### src/rtl/fetch_queue.sv
// Instruction fetch front end: one-outstanding-request bus FSM feeding a QDEPTH-entry FIFO drained by decode.
// Optional FETCH_BYPASS_EN: an empty FIFO forwards the bus response to dataF in the same cycle.
module fetch_queue #(
   parameter logic [63:0] RESET_PC = 64'h8000_0000,
   parameter int          QDEPTH   = 4
) (
   input  logic                        i_clk,
   input  logic                        i_rst_n,
   output logic                        o_ireq_valid,
   output logic [63:0]                 o_ireq_addr,
   input  logic                        i_iresp_data_ok,
   input  logic [31:0]                 i_iresp_data,
   input  logic                        i_redirect,
   input  logic [63:0]                 i_redirect_pc,
   output logic                        o_dataF_valid,
   output logic [63:0]                 o_dataF_pc,
   output logic [31:0]                 o_dataF_raw_instr,
   input  logic                        i_deq_ready,
   output logic [$clog2(QDEPTH+1)-1:0] o_occupancy
);
   localparam int PW = $clog2(QDEPTH);
   localparam int CW = $clog2(QDEPTH+1);

   localparam logic [1:0] S_IDLE = 2'd0;
   localparam logic [1:0] S_REQ  = 2'd1;
   localparam logic [1:0] S_DROP = 2'd2;

   logic [1:0]    r_state;
   logic [63:0]   r_pc;
   logic [63:0]   r_req_addr;
   logic [PW-1:0] r_head;
   logic [PW-1:0] r_tail;
   logic [CW-1:0] r_count;
   logic [63:0]   r_mem_pc    [QDEPTH];
   logic [31:0]   r_mem_instr [QDEPTH];

   logic          w_fifo_vld;
   logic          w_resp_acc;
   logic          w_byp;
   logic          w_deq;
   logic          w_enq;
   logic [CW-1:0] w_count_nx;
   logic          w_room_nx;

   assign w_fifo_vld = (r_count != '0);
   // A response is kept only when it belongs to the current (unsquashed) request.
   assign w_resp_acc = (r_state == S_REQ) && i_iresp_data_ok && !i_redirect;
`ifdef FETCH_BYPASS_EN
   assign w_byp = w_resp_acc && (r_count == '0);
`else
   assign w_byp = 1'b0;
`endif
   assign w_deq = w_fifo_vld && i_deq_ready;
   assign w_enq = w_resp_acc && !(w_byp && i_deq_ready);

   always_comb begin
      w_count_nx = r_count;
      if (w_enq && !w_deq)
         w_count_nx = r_count + CW'(1);
      else if (!w_enq && w_deq)
         w_count_nx = r_count - CW'(1);
   end

   assign w_room_nx = (w_count_nx < CW'(QDEPTH));

   always_ff @(posedge i_clk or negedge i_rst_n) begin
      if (!i_rst_n) begin
         r_state    <= S_IDLE;
         r_pc       <= RESET_PC;
         r_req_addr <= RESET_PC;
      end else begin
         case (r_state)
            S_IDLE: begin
               if (i_redirect) begin
                  r_pc       <= i_redirect_pc;
                  r_req_addr <= i_redirect_pc;
                  r_state    <= S_REQ;
               end else if (w_room_nx) begin
                  r_req_addr <= r_pc;
                  r_state    <= S_REQ;
               end
            end
            S_REQ: begin
               if (i_redirect) begin
                  r_pc <= i_redirect_pc;
                  if (i_iresp_data_ok)
                     r_req_addr <= i_redirect_pc;
                  else
                     r_state <= S_DROP;
               end else if (i_iresp_data_ok) begin
                  r_pc <= r_req_addr + 64'd4;
                  if (w_room_nx)
                     r_req_addr <= r_req_addr + 64'd4;
                  else
                     r_state <= S_IDLE;
               end
            end
            S_DROP: begin
               if (i_redirect)
                  r_pc <= i_redirect_pc;
               // Squashed response retires; refetch from the newest target.
               if (i_iresp_data_ok) begin
                  r_req_addr <= i_redirect ? i_redirect_pc : r_pc;
                  r_state    <= S_REQ;
               end
            end
            default: r_state <= S_IDLE;
         endcase
      end
   end

   always_ff @(posedge i_clk or negedge i_rst_n) begin
      if (!i_rst_n) begin
         r_head  <= '0;
         r_tail  <= '0;
         r_count <= '0;
      end else if (i_redirect) begin
         r_head  <= '0;
         r_tail  <= '0;
         r_count <= '0;
      end else begin
         if (w_enq) r_tail <= r_tail + PW'(1);
         if (w_deq) r_head <= r_head + PW'(1);
         r_count <= w_count_nx;
      end
   end

   always_ff @(posedge i_clk) begin
      if (w_enq) begin
         r_mem_pc[r_tail]    <= r_req_addr;
         r_mem_instr[r_tail] <= i_iresp_data;
      end
   end

   assign o_ireq_valid = (r_state != S_IDLE);
   assign o_ireq_addr  = r_req_addr;
   assign o_occupancy  = r_count;

   // Empty-FIFO fields read as zero so stale storage never leaks onto dataF.
   always_comb begin
      o_dataF_valid     = w_fifo_vld;
      o_dataF_pc        = w_fifo_vld ? r_mem_pc[r_head] : 64'd0;
      o_dataF_raw_instr = w_fifo_vld ? r_mem_instr[r_head] : 32'd0;
      if (w_byp) begin
         o_dataF_valid     = 1'b1;
         o_dataF_pc        = r_req_addr;
         o_dataF_raw_instr = i_iresp_data;
      end
   end
endmodule
### config.mk
export PLATFORM = sky130hd
export DESIGN_NAME = fetch_queue
export DESIGN_NICKNAME = d
export VERILOG_FILES = /design/src/rtl/fetch_queue.sv
export SDC_FILE = /design/constraint.sdc
export NUM_CORES = 1
export LEC_CHECK = 0
export ABC_CLOCK_PERIOD_IN_PS = 12100
export CAP_MARGIN = 15
export CORE_ASPECT_RATIO = 0.75
export CORE_MARGIN = 3
export CORE_UTILIZATION = 60
export CTS_BUF_LIST = sky130_fd_sc_hd__clkbuf_4
export CTS_CLUSTER_DIAMETER = 30
export CTS_CLUSTER_SIZE = 16
export DETAILED_ROUTE_END_ITERATION = 8
export PLACE_DENSITY = 0.84
export SYNTH_ARGS = -nofsm -noshare
export SYNTH_HDL_FRONTEND = slang
export SYNTH_SLANG_ARGS = --single-unit
export TNS_END_PERCENT = 100
### constraint.sdc
create_clock -name i_clk -period 12.1 [get_ports i_clk]
set_input_delay 3.025 -clock i_clk [delete_from_list [all_inputs] [get_ports i_clk]]
set_output_delay 3.025 -clock i_clk [all_outputs]
set_load 0.01 [all_outputs]
* Word-level counts from Yosys, hierarchy flattened
Memory sizes are Yosys's and may differ from the RTL's.
Index checks and enable logic that the tools add are counted.
** Cells by class
- Mux-type cells :: 31
- Reductions and logical operators :: 19
- $add $sub $neg :: 5
- $lt $le $gt $ge :: 1
- Equality and inequality tests :: 9
** Operator list (number)
- $mux 64 :: 11
- $pmux 64 s3 :: 1
- $pmux 64 s2 :: 1
- $add 64x3->64 const B :: 1
- $mux 32 :: 1
- $mux 2 :: 11
- $ne 3x3->1 const B :: 5
- $reduce_and 5->1 :: 2
- $mux 3 :: 3
- $reduce_bool 2->1 :: 4
- $pmux 2 s3 :: 1
- $reduce_bool 3->1 :: 2
- $logic_and 1x1->1 :: 5
- $add 2x1->2 const B :: 2
- $ne 2x2->1 const B :: 2
- $add 3x1->3 const B :: 1
- $logic_not 1->1 :: 3
- $lt 3x3->1 const B :: 1
- $sub 3x1->3 const B :: 1
- $eq 2x1->1 const B :: 1
- $eq 2x2->1 const B :: 1
- $logic_not 2->1 :: 1
- $mux 1 :: 2
- $reduce_and 2->1 :: 1
- $reduce_or 2->1 :: 1
** Storage, ports and cells
- Register bits :: 137
- Logic and storage cells :: 73
- Memory bits (writable) :: 384
- Output and inout port bits :: 165
- Memories kept :: 2
- Bits of input ports :: 101
** Memories
- r_mem_pc :: words 4, width 64, read ports 1, clocked after memory_dff 0, wr ports 1, RTL line 34 : logic [63:0] r_mem_pc [QDEPTH];
- r_mem_instr :: words 4, width 32, read ports 1, clocked after memory_dff 0, wr ports 1, RTL line 35 : logic [31:0] r_mem_instr [QDEPTH];

* Logic depth before layout (Yosys ltp)
Gate-level depths: netlist of the first run.
- Depth after elaboration :: 12
- Depth in mapped cells :: 12
- Gate-level depth less buffers :: 8

* Worst setup path after synthesis of the first run
OpenSTA, ideal clock, no wires.
- Path kind :: input port to flip-flop
- From :: in i_iresp_data_ok
- To :: mem r_mem_instr[0][0], enable pin
- Path buffers :: 2
- Setup slack :: 5.580 ns
- Data required time :: 11.634 ns
- Arrival time :: 6.054 ns
- Library setup time :: 0.466 ns
- Stages :: 4
- Path through :: clkbuf_1 -> and4bb_2 -> clkbuf_1 -> and2_1
** Between the ends
- Word-level cells in the longest chain between the ends :: 4
** Ends and longest elaborated chain
- start: declaration :: RTL line 11 : input logic i_iresp_data_ok,
- $logic_and 1x1->1 (2 in a row) :: RTL line 47 : assign w_resp_acc = (r_state == S_REQ) && i_iresp_data_ok && !i_redirect;
- $mux 1 :: RTL line 129 : if (w_enq) begin
- $mux 1 (not written as such) :: RTL line 131 : r_mem_instr[r_tail] <= i_iresp_data;
- end: declaration :: RTL line 35
No other way between the ends.

* Worst setup path after layout of the first run
- From :: reg r_head[0]
- To :: out o_dataF_pc[44]
** Between the ends
- Word-level cells in the longest chain between the ends :: 2
** Ends and longest elaborated chain
- start: declaration :: RTL line 31 : logic [PW-1:0] r_head;
- start signal: assignment :: RTL line 123 : if (w_deq) r_head <= r_head + PW'(1);
- $mem_v2 4x64
- $mux 64 :: RTL line 142 : o_dataF_pc = w_fifo_vld ? r_mem_pc[r_head] : 64'd0;
- end: declaration :: RTL line 16 : output logic [63:0] o_dataF_pc,
No other way between the ends.

==> summary.md, run 1 <==
| Metric | Value |
|---|---|
| Status | `complete, no violations` |
| Drt pass-1 iters | `6` |
| Cell Area, Synth | `0.0237 mm^2` |
| Fin Setup TNS | `0 ns` |
| Leakage power figure | `9.56 nW` |
| H-tree depth | `3` |
| Min Hold Slack | `0.524 ns` |
| CTS tree | `done` |
| Reg2reg setup slack | `approximately 7.7 ns` |
| Drt initial violations | `2246` |
| Die width | `around 240 um` |
| Routed Wire Length | `approximately 63000 um` |
| GRT Resource Usage Total | `30.1%` |
| Worst setup SP type | `flop` |
| GRT overflow | `0` |
| Io pins | `266` |
| Layout area overhead | `18.6%` |
| Async S/R FF share, synth | `26.3%` |
| Final Hold Viols | `0` |
| Largest net degree at the start of global routing | `100` |
| Final-report setup violation count | `0` |
| Worst VDD drop | `0.158 mV` |
| CTS sink count | `~520` |
| Synth warn | `0` |
| Post-Syn Nets | `1860` |
| Port Buffers | `265` |
| CTS Buf Count | `84` |
| Die height | `178 um` |
| Pwr Density | `239 mW/mm^2` |
| Actual slew at the worst max-slew pin | `1.19 ns` |
| Longest Clk Path Bufs | `3` |
| Wire per inst | `24.4 um` |
| CP Launch Point | `r_head[0]` |
| Antenna-violating nets left | `0` |
| Post-CTS Setup Inserts | `0` |
| Required time of the critical path | `9.07 ns` |
| R2r worst-path depth | `7` |
| Core Footprint | `0.0386 mm^2` |
| Peak Freq | `149 MHz` |
| Synth Register Bits | `521` |
| WS Path Type | `flop to primary output` |
| CTS Hold Bufs | `0` |
| Finished layout cell area | `about 0.028 mm^2` |
| Post-DP Area | `0.0268 mm^2` |
| CTS resizes | `0` |
| Top fanout value on the critical path | `41` |
| Die area | `0.0420 mm^2` |
| Max-cap violations | `0` |
| Util after Layout | `72.8%` |
| Final nets | `2111` |
| Max-slew violations | `0` |
| Post-synth cell types | `roughly 80` |
| Seq/Total Area, Yosys | `63.1%` |
| Layout cells sized above 1 | `14.8%` |
| Worst reg2reg path startpoint | `r_state[0]` |
| Clk slew on worst S/H paths | `0.09 ns` |
| Row cnt | `62` |
| Final HPWL DP | `~40000 um` |
| Synthesized area per cell | `about 14 um^2` |
| Post-synthesis instance total | `1751` |
| Routed vias | `17.1k` |
| Endpoint type of the worst setup path | `primary output` |
| Post-synth EDFFs | `~380` |
| Unrepaired setup endpoints after global routing | `false` |
| Worst r2r dst | `o_ireq_addr[35]` |
| Drt drc | `0` |
| Fin crit share | `between 50% and 60%` |
| Post-synth top flop | `edfxtp_1` |
| Clk_lat worst skew | `0.83 ns` |
| Final min period | `about 6.7 ns` |
| Worst hold path type | `flop to flop` |
| Root Driver | `clkbuf_4` |
| Slew margin rel. | `around 20%` |
| Arr. time, crit path | `3.68 ns` |
| Vias in the first global route | `16.9k` |
| Worst clock skew | `0.0529 ns` |
| Routability cong. | `0.915` |
| Global-route wire length before repair | `97600 um` |
| Initial Util | `61.4%` |
| Initial antenna violation count | `9` |
| Setup crit end | `o_dataF_pc[44]` |
| Vias/cell | `~6.6` |
## synthesized netlist by cell type, types with 3 or more instances
| cell type | number | area (um^2) |
|---|---|---|
| o21ai_1 | 5 | 25.0 |
| nor2b_1 | 3 | 18.8 |
| nand3_1 | 30 | 150 |
| nand2b_1 | 30 | 188 |
| o21ai_0 | 74 | 370 |
| dfrtp_1 | 135 | 3380 |
| edfxtp_1 | 384 | 11500 |
| nor3_1 | 10 | 50.1 |
| buf_2 | 16 | 80.1 |
| o21a_1 | 5 | 37.5 |
| mux2_2 | 4 | 45.0 |
| a41oi_1 | 3 | 26.3 |
| mux4_2 | 96 | 2160 |
| xor2_1 | 20 | 175 |
| a31oi_1 | 17 | 106 |
| mux2i_1 | 5 | 50.1 |
| clkbuf_1 | 93 | 349 |
| buf_1 | 17 | 63.8 |
| ha_1 | 8 | 100 |
| nor2_1 | 97 | 364 |
| o2bb2ai_1 | 14 | 123 |
| a221oi_1 | 4 | 35.0 |
| a21oi_1 | 122 | 611 |
| a22oi_1 | 19 | 143 |
| o31a_1 | 13 | 114 |
| nand2_1 | 103 | 387 |
| a211oi_1 | 7 | 52.6 |
| o22ai_1 | 88 | 551 |
| a2bb2oi_1 | 7 | 61.3 |
| a22o_1 | 16 | 140 |
| and4_1 | 8 | 70.1 |
| nand4_1 | 24 | 150 |
| nor4_2 | 3 | 37.5 |
| or4_1 | 6 | 45.0 |
| o211ai_1 | 6 | 45.0 |
| inv_1 | 32 | 120 |
| o221ai_1 | 5 | 43.8 |
| o32ai_1 | 4 | 35.0 |
| nor4_1 | 7 | 43.8 |
| and3_1 | 14 | 87.6 |
| and2_1 | 104 | 651 |
| o31ai_1 | 7 | 52.6 |
| xnor2_1 | 42 | 368 |
## worst max-delay path: stages, from the launching register on
cell	delay, ns
dfrtp_4	0.80
buf_4	0.75
mux4_2	0.60
and2_1	0.18
clkdlybuf4s50_1	0.50
## metal layers
layer / track usage, % / up-vias / part of all wire [%]
met4: 10.1 / 6 / 2.6
met2: 46.4 / 1104 / 47
met3: 8.02 / 167 / 11
met1: 42.4 / 8516 / 40
met5: 0 / - / 0.057
li1: - / 7338 / -
## power by group
part / internal [mW] / total [mW] / switching [mW] / leakage [nW]
sequential: 2.35 / 2.84 / 0.493 / 5.09
clock: 0.611 / 1.34 / 0.728 / 0.719
combinational: 1.25 / 2.56 / 1.31 / 3.75
## area by class of cell
type                    count  area (um^2)
repair buffers            292         2850
fillers                  2448        10500
flip-flops and latches    521        15000
clock inverters            65          653
well taps                 512          641
inverters                  33          124
multi-input cells        1070         8170
diodes                     10         25.0
clock buffers              93          698
## how the worst min path moves through the flow
stage | startpoint | endpoint | slack [ns] | cells after the start
finish | r_pc[56] | r_pc[56] | 0.52 | 2
detailed placement | r_pc[56] | r_pc[56] | 0.49 | 2
floorplan | r_pc[56] | r_pc[56] | 0.46 | 2
CTS | r_pc[56] | r_pc[56] | 0.52 | 2
global route | r_pc[56] | r_pc[56] | 0.57 | 2
global placement | r_pc[56] | r_pc[56] | 0.49 | 2
## cells by family (layout without fill, tap and decap cells)
family / count (synthesis) / after routing / share of synthesized area (%)
buf+inv: 160 / 483 / 2.63
mux: 105 / 105 / 9.51
simple gates: 460 / 460 / 10.5
xor+xnor: 62 / 62 / 2.29
other cells: 0 / 10 / 0
fa+ha+maj: 8 / 8 / 0.422
flops: 521 / 521 / 63.1
compound gates: 435 / 435 / 11.6
## cells in the final DEF (no fill, tap or decap), types with 29 or more instances in the layout
master / count
a21oi_1: 121
and2_1: 100
clkbuf_4: 93
clkdlybuf4s50_1: 263
dfrtp_1: 132
edfxtp_1: 384
inv_1: 32
mux4_2: 96
nand2_1: 103
nand2b_1: 29
nand3_1: 30
nor2_1: 97
o21ai_0: 74
o22ai_1: 88
xnor2_1: 42
## stage by stage
stage,std cells,setup WS [ns],power [mW]
2_1_floorplan,1751,5.58,4.17
3_3_place_gp,2428,5.24,5.29
3_5_place_dp,2428,5.08,5.39
4_1_cts,2586,5.24,6.73
5_1_grt,2595,5.07,7.06
6_report,2596,5.40,6.74
## flip-flops by register name (all words and copies together) (netlist names)
name / count
o_ireq_addr: 64
r_pc: 64
r_mem_pc: 256
r_mem_instr: 128
r_tail: 2
r_head: 2
r_state: 2
o_occupancy: 3
Note: power is estimated with default switching activity, not from simulation.
==> run 2, diff against run 1 <==
--- a/config.mk
+++ b/config.mk
@@ -5,16 +5,16 @@
 export SDC_FILE = /design/constraint.sdc
 export NUM_CORES = 1
 export LEC_CHECK = 0
-export ABC_CLOCK_PERIOD_IN_PS = 12100
+export ABC_CLOCK_PERIOD_IN_PS = 6700
 export CAP_MARGIN = 15
 export CORE_ASPECT_RATIO = 0.75
 export CORE_MARGIN = 3
-export CORE_UTILIZATION = 60
+export CORE_UTILIZATION = 59
 export CTS_BUF_LIST = sky130_fd_sc_hd__clkbuf_4
 export CTS_CLUSTER_DIAMETER = 30
 export CTS_CLUSTER_SIZE = 16
 export DETAILED_ROUTE_END_ITERATION = 8
-export PLACE_DENSITY = 0.84
+export PLACE_DENSITY = 0.83
 export SYNTH_ARGS = -nofsm -noshare
 export SYNTH_HDL_FRONTEND = slang
 export SYNTH_SLANG_ARGS = --single-unit
==> constraint.sdc (replaced) <==
create_clock -name i_clk -period 6.7 [get_ports i_clk]
set_input_delay 1.675 -clock i_clk [delete_from_list [all_inputs] [get_ports i_clk]]
set_output_delay 1.675 -clock i_clk [all_outputs]
set_load 0.01 [all_outputs]
==> summary.md, run 2 (synthesis gave the netlist of run 1 again) <==
| Metric | Value |
|---|---|
| Status | `complete, no violations` |
| Layout area overhead | `19.2%` |
| Layout cells sized above 1 | `15.4%` |
| Worst setup SP type | `flop` |
| Clock share of power | `20.2%` |
| Max-cap violations | `0` |
| Top fanout value on the critical path | `42` |
| Core Footprint | `0.0389 mm^2` |
| Required time of the critical path | `5.03 ns` |
| Clk slew on worst S/H paths | `about 0.10 ns` |
| Initial antenna violation count | `4` |
| Drt pass-1 iters | `6` |
| WS Path Type | `flop to primary output` |
| CTS Hold Bufs | `0` |
| Vias/cell | `around 6.6` |
| Clk_lat worst skew | `~0.84 ns` |
| Antenna-violating nets left | `0` |
| Pwr Density | `432 mW/mm^2` |
| Fin crit share | `approximately four fifths` |
| Largest net degree at the start of global routing | `100` |
| Reg2reg setup slack | `2.90 ns` |
| Comb pwr share | `37.4%` |
| Sw Ratio | `37.2%` |
| H-tree depth | `3` |
| Most common cell after layout, fill and taps aside | `edfxtp_1` |
| GRT overflow | `0` |
| Routed vias | `17.0k` |
| Die area | `0.0427 mm^2` |
| Drt drc | `0` |
| Int Pwr | `~7.7 mW` |
| CTS Buf Count | `83` |
| Die height | `180 um` |
| Unrepaired setup endpoints after global routing | `false` |
| Actual slew at the worst max-slew pin | `~1.2 ns` |
| Routability cong. | `about 0.94` |
| Worst clock skew | `0.0663 ns` |
| Peak Freq | `around 190 MHz` |
| Worst r2r dst | `o_ireq_addr[23]` |
| Final HPWL DP | `40900 um` |
| Top flop regs | `r_mem_pc: 256 flops, r_mem_instr: 128 flops` |
| GRT Resource Usage Total | `a little under a third` |
| Worst VDD drop | `0.245 mV` |
| Initial Util | `60.9%` |
| Row cnt | `62` |
| Io pins | `roughly 270` |
| Final min period | `5.25 ns` |
| Final Hold Viols | `0` |
| Leakage power figure | `9.64 nW` |
| Min Hold Slack | `0.522 ns` |
| Seq pwr share | `42.4%` |
| Fin Setup TNS | `0 ns` |
| Final-report setup violation count | `0` |
| Setup crit end | `o_dataF_pc[21]` |
| Global-route wire length before repair | `99700 um` |
| Max-slew violations | `0` |
| Min-delay src | `r_pc[56]` |
| Port Buffers | `between 200 and 300` |
| Net Switching | `~4.6 mW` |
| Drt initial violations | `2621` |
| Final nets | `2118` |
| Die width | `between 200 and 250 um` |
| Longest Clk Path Bufs | `3` |
| CTS resizes | `0` |
| Vias in the first global route | `17.0k` |
| Worst reg2reg path startpoint | `r_state[1]` |
| Routed Wire Length | `roughly 64000 um` |
| Root Driver | `clkbuf_4` |
| CTS sink count | `521` |
| R2r worst-path depth | `10` |
| Worst hold path type | `flop to flop` |
| CTS tree | `done` |
| Wire per inst | `24.8 um` |
| Endpoint type of the worst setup path | `primary output` |
| Slew margin rel. | `20.1%` |
| Arr. time, crit path | `3.58 ns` |
| Biggest register | `r_mem_pc` |
| Max reg flops | `256` |
| CP Launch Point | `r_head[0]` |
| Post-CTS Setup Inserts | `0` |
| Most frequent cells in the layout | `edfxtp_1 (384), clkdlybuf4s50_1 (263), dfrtp_1 (132)` |
==> run 2: changes by cell type in the layout (fill, tap and decap cells not counted), moves of 2 or more <==
cell | previous run | this run
clkinv_1 | 15 | 6
buf_4 | 28 | 32
inv_6 | 9 | 12
clkinvlp_4 | 11 | 13
buf_12 | 0 | 3
clkinv_4 | 8 | 11
diode_2 | 10 | 5
==> run 2: routing by layer <==
layer	global-route usage, %	wire [um]	up-vias
li1	-	-	7312
met1	43.5	25600	8468
met2	46.0	30300	1085
met3	8.04	6940	157
met4	8.54	1640	0
met5	0	0	-
==> run 2: layout make-up <==
cell class | instances | area (um^2)
flip-flops and latches | 521 | 15000
clock inverters | 63 | 702
clock buffers | 93 | 698
multi-input cells | 1070 | 8170
inverters | 33 | 124
diodes | 5 | 12.5
well taps | 512 | 641
fillers | 2503 | 10700
repair buffers | 300 | 2970
==> run 2: per-stage QoR <==
stage          utilization, %  area, um^2  instances  setup WS [ns]  total power, mW
2_1_floorplan               -       23700       1751           1.53             7.53
3_3_place_gp             68.9       26800       2434           1.46             9.58
3_5_place_dp             68.9       26800       2434           1.32             9.75
4_1_cts                  72.5       28200       2590           1.30             12.2
5_1_grt                  72.6       28300       2597           1.13             12.9
6_report                 72.6       28300       2597           1.45             12.2
==> run 2: how the worst min path moves through the flow <==
stage                     cells past startpoint  slack, ns       end
after floorplan                               2       0.46  r_pc[56]
after global placement                        2       0.48  r_pc[56]
after detailed placement                      2       0.49  r_pc[56]
after CTS                                     2       0.51  r_pc[56]
after global routing                          2       0.55  r_pc[56]
final                                         2       0.52  r_pc[56]
==> run 2: critical path: stages (launching register included) <==
cell and delay, ns:
dfrtp_4 1.00, buf_4 0.51, mux4_2 0.54, and2_1 0.19, clkdlybuf4s50_1 0.51
==> run 2: power by group through the flow <==
stage                     registers, mW  logic [mW]  clock network (mW)
after floorplan                    4.88        2.65                   0
after global placement             5.16        4.42                   0
after detailed placement           5.22        4.53                   0
after CTS                          5.15        4.55                2.51
after global routing               5.27        4.92                2.67
final                              5.18        4.58                2.47
